===== config.mk =====
export PLATFORM = sky130hd
export DESIGN_NAME = rssb_mem_responder
export DESIGN_NICKNAME = d
export VERILOG_FILES = /design/src/rtl/rssb_mem_responder.sv
export SDC_FILE = /design/constraint.sdc
export NUM_CORES = 2
export LEC_CHECK = 0
export BUFFER_PORTS_ARGS = -buffer_cell sky130_fd_sc_hd__buf_4
export CAP_MARGIN = 5
export CELL_PAD_IN_SITES_DETAIL_PLACEMENT = 0
export CELL_PAD_IN_SITES_GLOBAL_PLACEMENT = 1
export CORE_MARGIN = 1.5
export CORE_UTILIZATION = 27
export DETAILED_ROUTE_END_ITERATION = 8
export PLACE_DENSITY_LB_ADDON = 0.1
export SLEW_MARGIN = 10
export SYNTH_ARGS = -nofsm -noshare
export SYNTH_HDL_FRONTEND = slang
export SYNTH_SLANG_ARGS = --single-unit

===== constraint.sdc =====
create_clock -name clk -period 11 [get_ports clk]
set_input_delay 0.55 -clock clk [delete_from_list [all_inputs] [get_ports clk]]
set_output_delay 0.55 -clock clk [all_outputs]
set_load 0.01 [all_outputs]

===== src/rtl/rssb_mem_responder.sv =====
// Memory-side responder for the RSSB core bus: one request at a time, served from
// an internal word RAM after WAIT_CYCLES wait states, with one input and one output port.
module rssb_mem_responder #(
    parameter int DATA_W      = 8,
    parameter int ADDR_W      = 8,
    parameter int DEPTH       = 256,
    parameter int WAIT_CYCLES = 1,
    parameter int IN_ADDR     = 3,
    parameter int OUT_ADDR    = 4
) (
    input  logic              clk,
    input  logic              rst,
    input  logic              req_valid,
    output logic              req_ready,
    input  logic              req_we,
    input  logic [ADDR_W-1:0] req_addr,
    input  logic [DATA_W-1:0] req_wdata,
    output logic              rsp_valid,
    output logic [DATA_W-1:0] rsp_rdata,
    input  logic [DATA_W-1:0] in_data,
    input  logic              in_valid,
    output logic              in_ready,
    output logic [DATA_W-1:0] out_data,
    output logic              out_valid
);

    // state     | meaning
    // S_IDLE    | ready for a request; latch it on req_valid
    // S_WAIT    | counting down wait states
    // S_INSTALL | read of the input port, stalled until in_valid
    // S_RESP    | one-cycle response / write acknowledge

    localparam int IDX_W = (DEPTH > 1) ? $clog2(DEPTH) : 1;
    localparam int CNT_W = (WAIT_CYCLES > 0) ? $clog2(WAIT_CYCLES + 1) : 1;
    localparam logic [ADDR_W-1:0] IN_A      = ADDR_W'(IN_ADDR);
    localparam logic [ADDR_W-1:0] OUT_A     = ADDR_W'(OUT_ADDR);
    localparam logic [ADDR_W:0]   DEPTH_LIM = (ADDR_W + 1)'(DEPTH);
    localparam logic [CNT_W-1:0]  CNT_LOAD  = CNT_W'(WAIT_CYCLES);

    typedef enum logic [1:0] {
        S_IDLE    = 2'd0,
        S_WAIT    = 2'd1,
        S_INSTALL = 2'd2,
        S_RESP    = 2'd3
    } state_t;

    state_t state_q, state_d;

    logic              lat_we;
    logic [ADDR_W-1:0] lat_addr;
    logic [DATA_W-1:0] lat_wdata;
    logic [CNT_W-1:0]  cnt_q;
    logic [DATA_W-1:0] mem [DEPTH];

    logic              cur_we;
    logic [ADDR_W-1:0] cur_addr;
    logic [DATA_W-1:0] cur_wdata;
    logic              cur_in_rd;
    logic              cur_in_range;
    logic [IDX_W-1:0]  cur_idx;
    logic              enter_resp;

    // With zero wait states the request goes straight from IDLE to INSTALL/RESP,
    // before the latches hold it, so the live bus values are used there.
    always_comb begin
        cur_we       = (state_q == S_IDLE) ? req_we    : lat_we;
        cur_addr     = (state_q == S_IDLE) ? req_addr  : lat_addr;
        cur_wdata    = (state_q == S_IDLE) ? req_wdata : lat_wdata;
        cur_in_rd    = !cur_we && (cur_addr == IN_A);
        cur_in_range = {1'b0, cur_addr} < DEPTH_LIM;
        cur_idx      = cur_addr[IDX_W-1:0];
    end

    always_ff @(posedge clk or posedge rst) begin
        if (rst) begin
            state_q <= S_IDLE;
        end else begin
            state_q <= state_d;
        end
    end

    always_comb begin
        state_d = state_q;
        case (state_q)
            S_IDLE: begin
                if (req_valid) begin
                    if (WAIT_CYCLES > 0) begin
                        state_d = S_WAIT;
                    end else if (cur_in_rd) begin
                        state_d = S_INSTALL;
                    end else begin
                        state_d = S_RESP;
                    end
                end
            end
            S_WAIT: begin
                if (cnt_q == CNT_W'(1)) begin
                    state_d = cur_in_rd ? S_INSTALL : S_RESP;
                end
            end
            S_INSTALL: begin
                if (in_valid) begin
                    state_d = S_RESP;
                end
            end
            S_RESP: begin
                state_d = S_IDLE;
            end
            default: begin
                state_d = S_IDLE;
            end
        endcase
    end

    always_comb begin
        req_ready = (state_q == S_IDLE) && !rst;
        rsp_valid = (state_q == S_RESP);
        in_ready  = (state_q == S_INSTALL) && in_valid;
        out_valid = (state_q == S_RESP) && lat_we && (lat_addr == OUT_A);
    end

    assign enter_resp = (state_d == S_RESP) && (state_q != S_RESP);

    always_ff @(posedge clk or posedge rst) begin
        if (rst) begin
            lat_we    <= 1'b0;
            lat_addr  <= '0;
            lat_wdata <= '0;
            cnt_q     <= '0;
            rsp_rdata <= '0;
            out_data  <= '0;
        end else begin
            if (state_q == S_IDLE && req_valid) begin
                lat_we    <= req_we;
                lat_addr  <= req_addr;
                lat_wdata <= req_wdata;
                cnt_q     <= CNT_LOAD;
            end else if (state_q == S_WAIT) begin
                cnt_q <= cnt_q - CNT_W'(1);
            end
            if (enter_resp) begin
                if (cur_we) begin
                    rsp_rdata <= '0;
                    if (cur_addr == OUT_A) begin
                        out_data <= cur_wdata;
                    end
                end else if (cur_in_rd) begin
                    rsp_rdata <= in_data;
                end else if (cur_in_range) begin
                    rsp_rdata <= mem[cur_idx];
                end else begin
                    rsp_rdata <= '0;
                end
            end
        end
    end

    // RAM contents survive reset; writes land only on the edge entering RESP.
    always_ff @(posedge clk) begin
        if (enter_resp && cur_we && cur_in_range) begin
            mem[cur_idx] <= cur_wdata;
        end
    end

endmodule


==> flow_summary.ini <==
[pwr]
leakage_nw = 25.9
p_total_w = 0.0266
p_per_area_nw_per_um2 = 300
vdd_drop_max_mv = 0.410

[placed_design]
io_buffer_count = 48
placed_area_um2 = 81400
dp_hpwl_um = 152000
finalWeightedCongestion = 0.739
dpl.cell_count = 8119

[global_routing]
globalRouteOverflowTotal = 0
grtUsageTotal_pct = 18.2
antenna_found_initial = 22
grt_pass1_vias = 44184
grt_max_degree = 169
grt_pass1_wl_um = 369000

[sta]
skew_ns = 0.0517
fmax_ghz = 0.193
relSlewSlack_pct = 21.9
post-route-min-period_ns = 5.18
slew_violations = 0
setup_tns_ns = 0
rsz0062_at_grt = no
max_slew.worst_pin.slew_ns = 1.17
hold_violations = 0
finalCritPeriodShare_pct = 47.1
setup_viol_count_final = 0

[floorplan]
die_h_um = 535
ios = 49
start_util_pct = 27.1
coreArea_um2 = 282000
dieArea_um2 = 286000
placementRows = 195
die_w_um = 535

[worst_setup_path]
cp_slowest_cell = nor2_1
critPathCaptureType = register
cp-start-kind = register
cp_slowest_stage_delay_ns = 0.86
crit_top_cell = buf_4
critPathMaxFanout = 100
required_ns = 11.49
worstSetupPathType = register to register
critPathArrivalTime_ns = 5.67
cp_top_family = simple AND/OR/NAND/NOR gates
cp_cell_sequence = or2_1 -> buf_4 -> nand3_1 -> o21ai_4 -> buf_4 -> buf_12 -> nand2_2 -> buf_4 -> nor2_1
critPathBufInv = 4

[routing]
num_vias = 43784
wirelength_um = 266000
antenna_left = 0
drt_iter0_drc = 3734
drtPass1Iterations = 5
wl_per_cell_um = 31.0
vias_per_cell = 5.11
drc = 0

[logic_synthesis]
yosysWarnings = 0
avgSynthCellArea_um2 = 16.7
async_flop_share_pct = 1.73
synth_xor_area_share_pct = 0
syn-cell-area_um2 = 76500
synthCells = 4573
synth_ff_type = edfxtp_1
synth_edf_count = 2048
synth-compound-area-share_pct = 13.9
ys_seq_area_share_pct = 81.6
yosysUniqueCellTypes = 39
synthMuxAreaShare_pct = 0.422
ys_seq_elements = 2084
synth-simple-area-share_pct = 2.03
synthAdderAreaFrac_pct = 0
syn-num-nets = 4602
synth_top_family_by_area = compound AO/OA/AOI/OAI gates

[finish]
final_common_cell = edfxtp_1
final_cell_count_no_fill = 8561
nFillCells = 27653
drive_above_1_share_pct = 11.1
nets = 4664
final_core_util_pct = 31.4
syn2layout_area_growth_pct = 15.8
final_area_um2 = 88500
layout_common_cells = 2048 x edfxtp_1, 1024 x o22ai_1, 510 x o21ai_0

[clocking]
ctsResizeCount = 0
cts_sinks = 2084
clk_pin_slew_ns = 0.06
h-tree-depth = 4
cts_tree = done
clock_path_buffers = 4
clock-root-buffer = clkbuf_16
clkLatencyLatePin_ns = 0.89
cts_setup_buffers = 0
cts_buffers = 234

[run_status]
status = finished clean

[job]
maxCapViolCount = 0

[hold_path]
hold_path_class = input pin to register
[power breakdown]
group          switching, W  internal (W)  total (W)
logic               0.00696       0.00174    0.00869
clock network       0.00315       0.00409    0.00724
registers          0.000105        0.0105     0.0106
[synthesized netlist by cell type, types with 3 or more instances]
cell	number	area share, %
edfxtp_1	2048	80
o22ai_1	1024	8.4
o21ai_0	511	3.3
nor2_1	262	1.3
clkbuf_1	197	0.97
a41oi_1	128	1.5
buf_2	112	0.73
nand2_1	53	0.26
dfrtp_1	36	1.2
o41ai_1	32	0.37
buf_4	28	0.27
mux2_2	26	0.38
nand2b_1	17	0.14
o21ai_1	15	0.098
buf_1	13	0.064
nand4_1	10	0.082
nand3b_1	9	0.088
a22oi_1	8	0.079
inv_1	6	0.029
and3_1	5	0.041
nand3_1	4	0.026
mux2i_1	3	0.039
o21a_1	3	0.029
[final cells by class]
class / instances / area, um^2 / area share (%)
clock buffers: 295 / 6110 / 6.90
multi-input cells: 2133 / 13000 / 14.6
repair buffers: 176 / 1560 / 1.76
inverters: 6 / 22.5 / 0.0254
diodes: 5 / 12.5 / 0.0141
well taps: 3743 / 4680 / 5.29
clock inverters: 119 / 787 / 0.889
flip-flops and latches: 2084 / 62400 / 70.5
[through the flow]
step | hold WS, ns | worst slack, ns
after floorplan | 0.481 | 5.92
after global placement | 0.489 | 4.32
after detailed placement | 0.500 | 5.66
after CTS | 0.0229 | 5.64
after global routing | 0.100 | 5.53
final | 0.0912 | 5.82
[flip-flops by register name, indices dropped and copies added (netlist names)]
register,count
state_q,2
out_data,8
lat_addr,8
mem,2048
lat_we,1
lat_wdata,8
cnt_q,1
rsp_rdata,8
[per-layer routing]
layer	vias to the layer above	global-route usage [%]	wire length (um)
met4	8	5.35	7660
li1	19116	-	-
met1	23144	25.1	118000
met2	1185	29.4	125000
met5	-	0	46
met3	331	3.04	14600
[path summary, 6_finish.rpt]
kind / start / endpoint / slack, ns / depth (start not counted)
worst max-delay path: state_q[0] / mem[254][7] / 5.82 / 9
min in group asynchronous: rst / lat_wdata[6] / 0.44 / 4
worst max register to register: state_q[0] / mem[254][7] / 5.82 / 9
max in group asynchronous: rst / rsp_rdata[1] / 10.07 / 4
worst min-delay path: req_valid / cnt_q / 0.09 / 4
worst min register to register: out_data[7] / out_data[7] / 0.51 / 1
[cells by family after synthesis]
group / after synthesis
AOI/OAI and AO/OA: 1732
DFF: 2084
buffers and inverters: 356
muxes: 29
and+or+nand+nor: 372
[worst register-to-register path: stages, from the launching register on]
cell	delay, ns
dfrtp_1	0.57
or2_1	0.37
buf_4	0.41
nand3_1	0.19
o21ai_4	0.10
buf_4	0.52
buf_12	0.56
nand2_2	0.68
buf_4	0.52
nor2_1	0.87
[repair_timing]
action	4_1_cts	5_1_grt
hold endpoints to repair	58	0
endpoints found under the setup margin	0	0
hold buffers	23	0
Power figures use the tool's default switching activity.
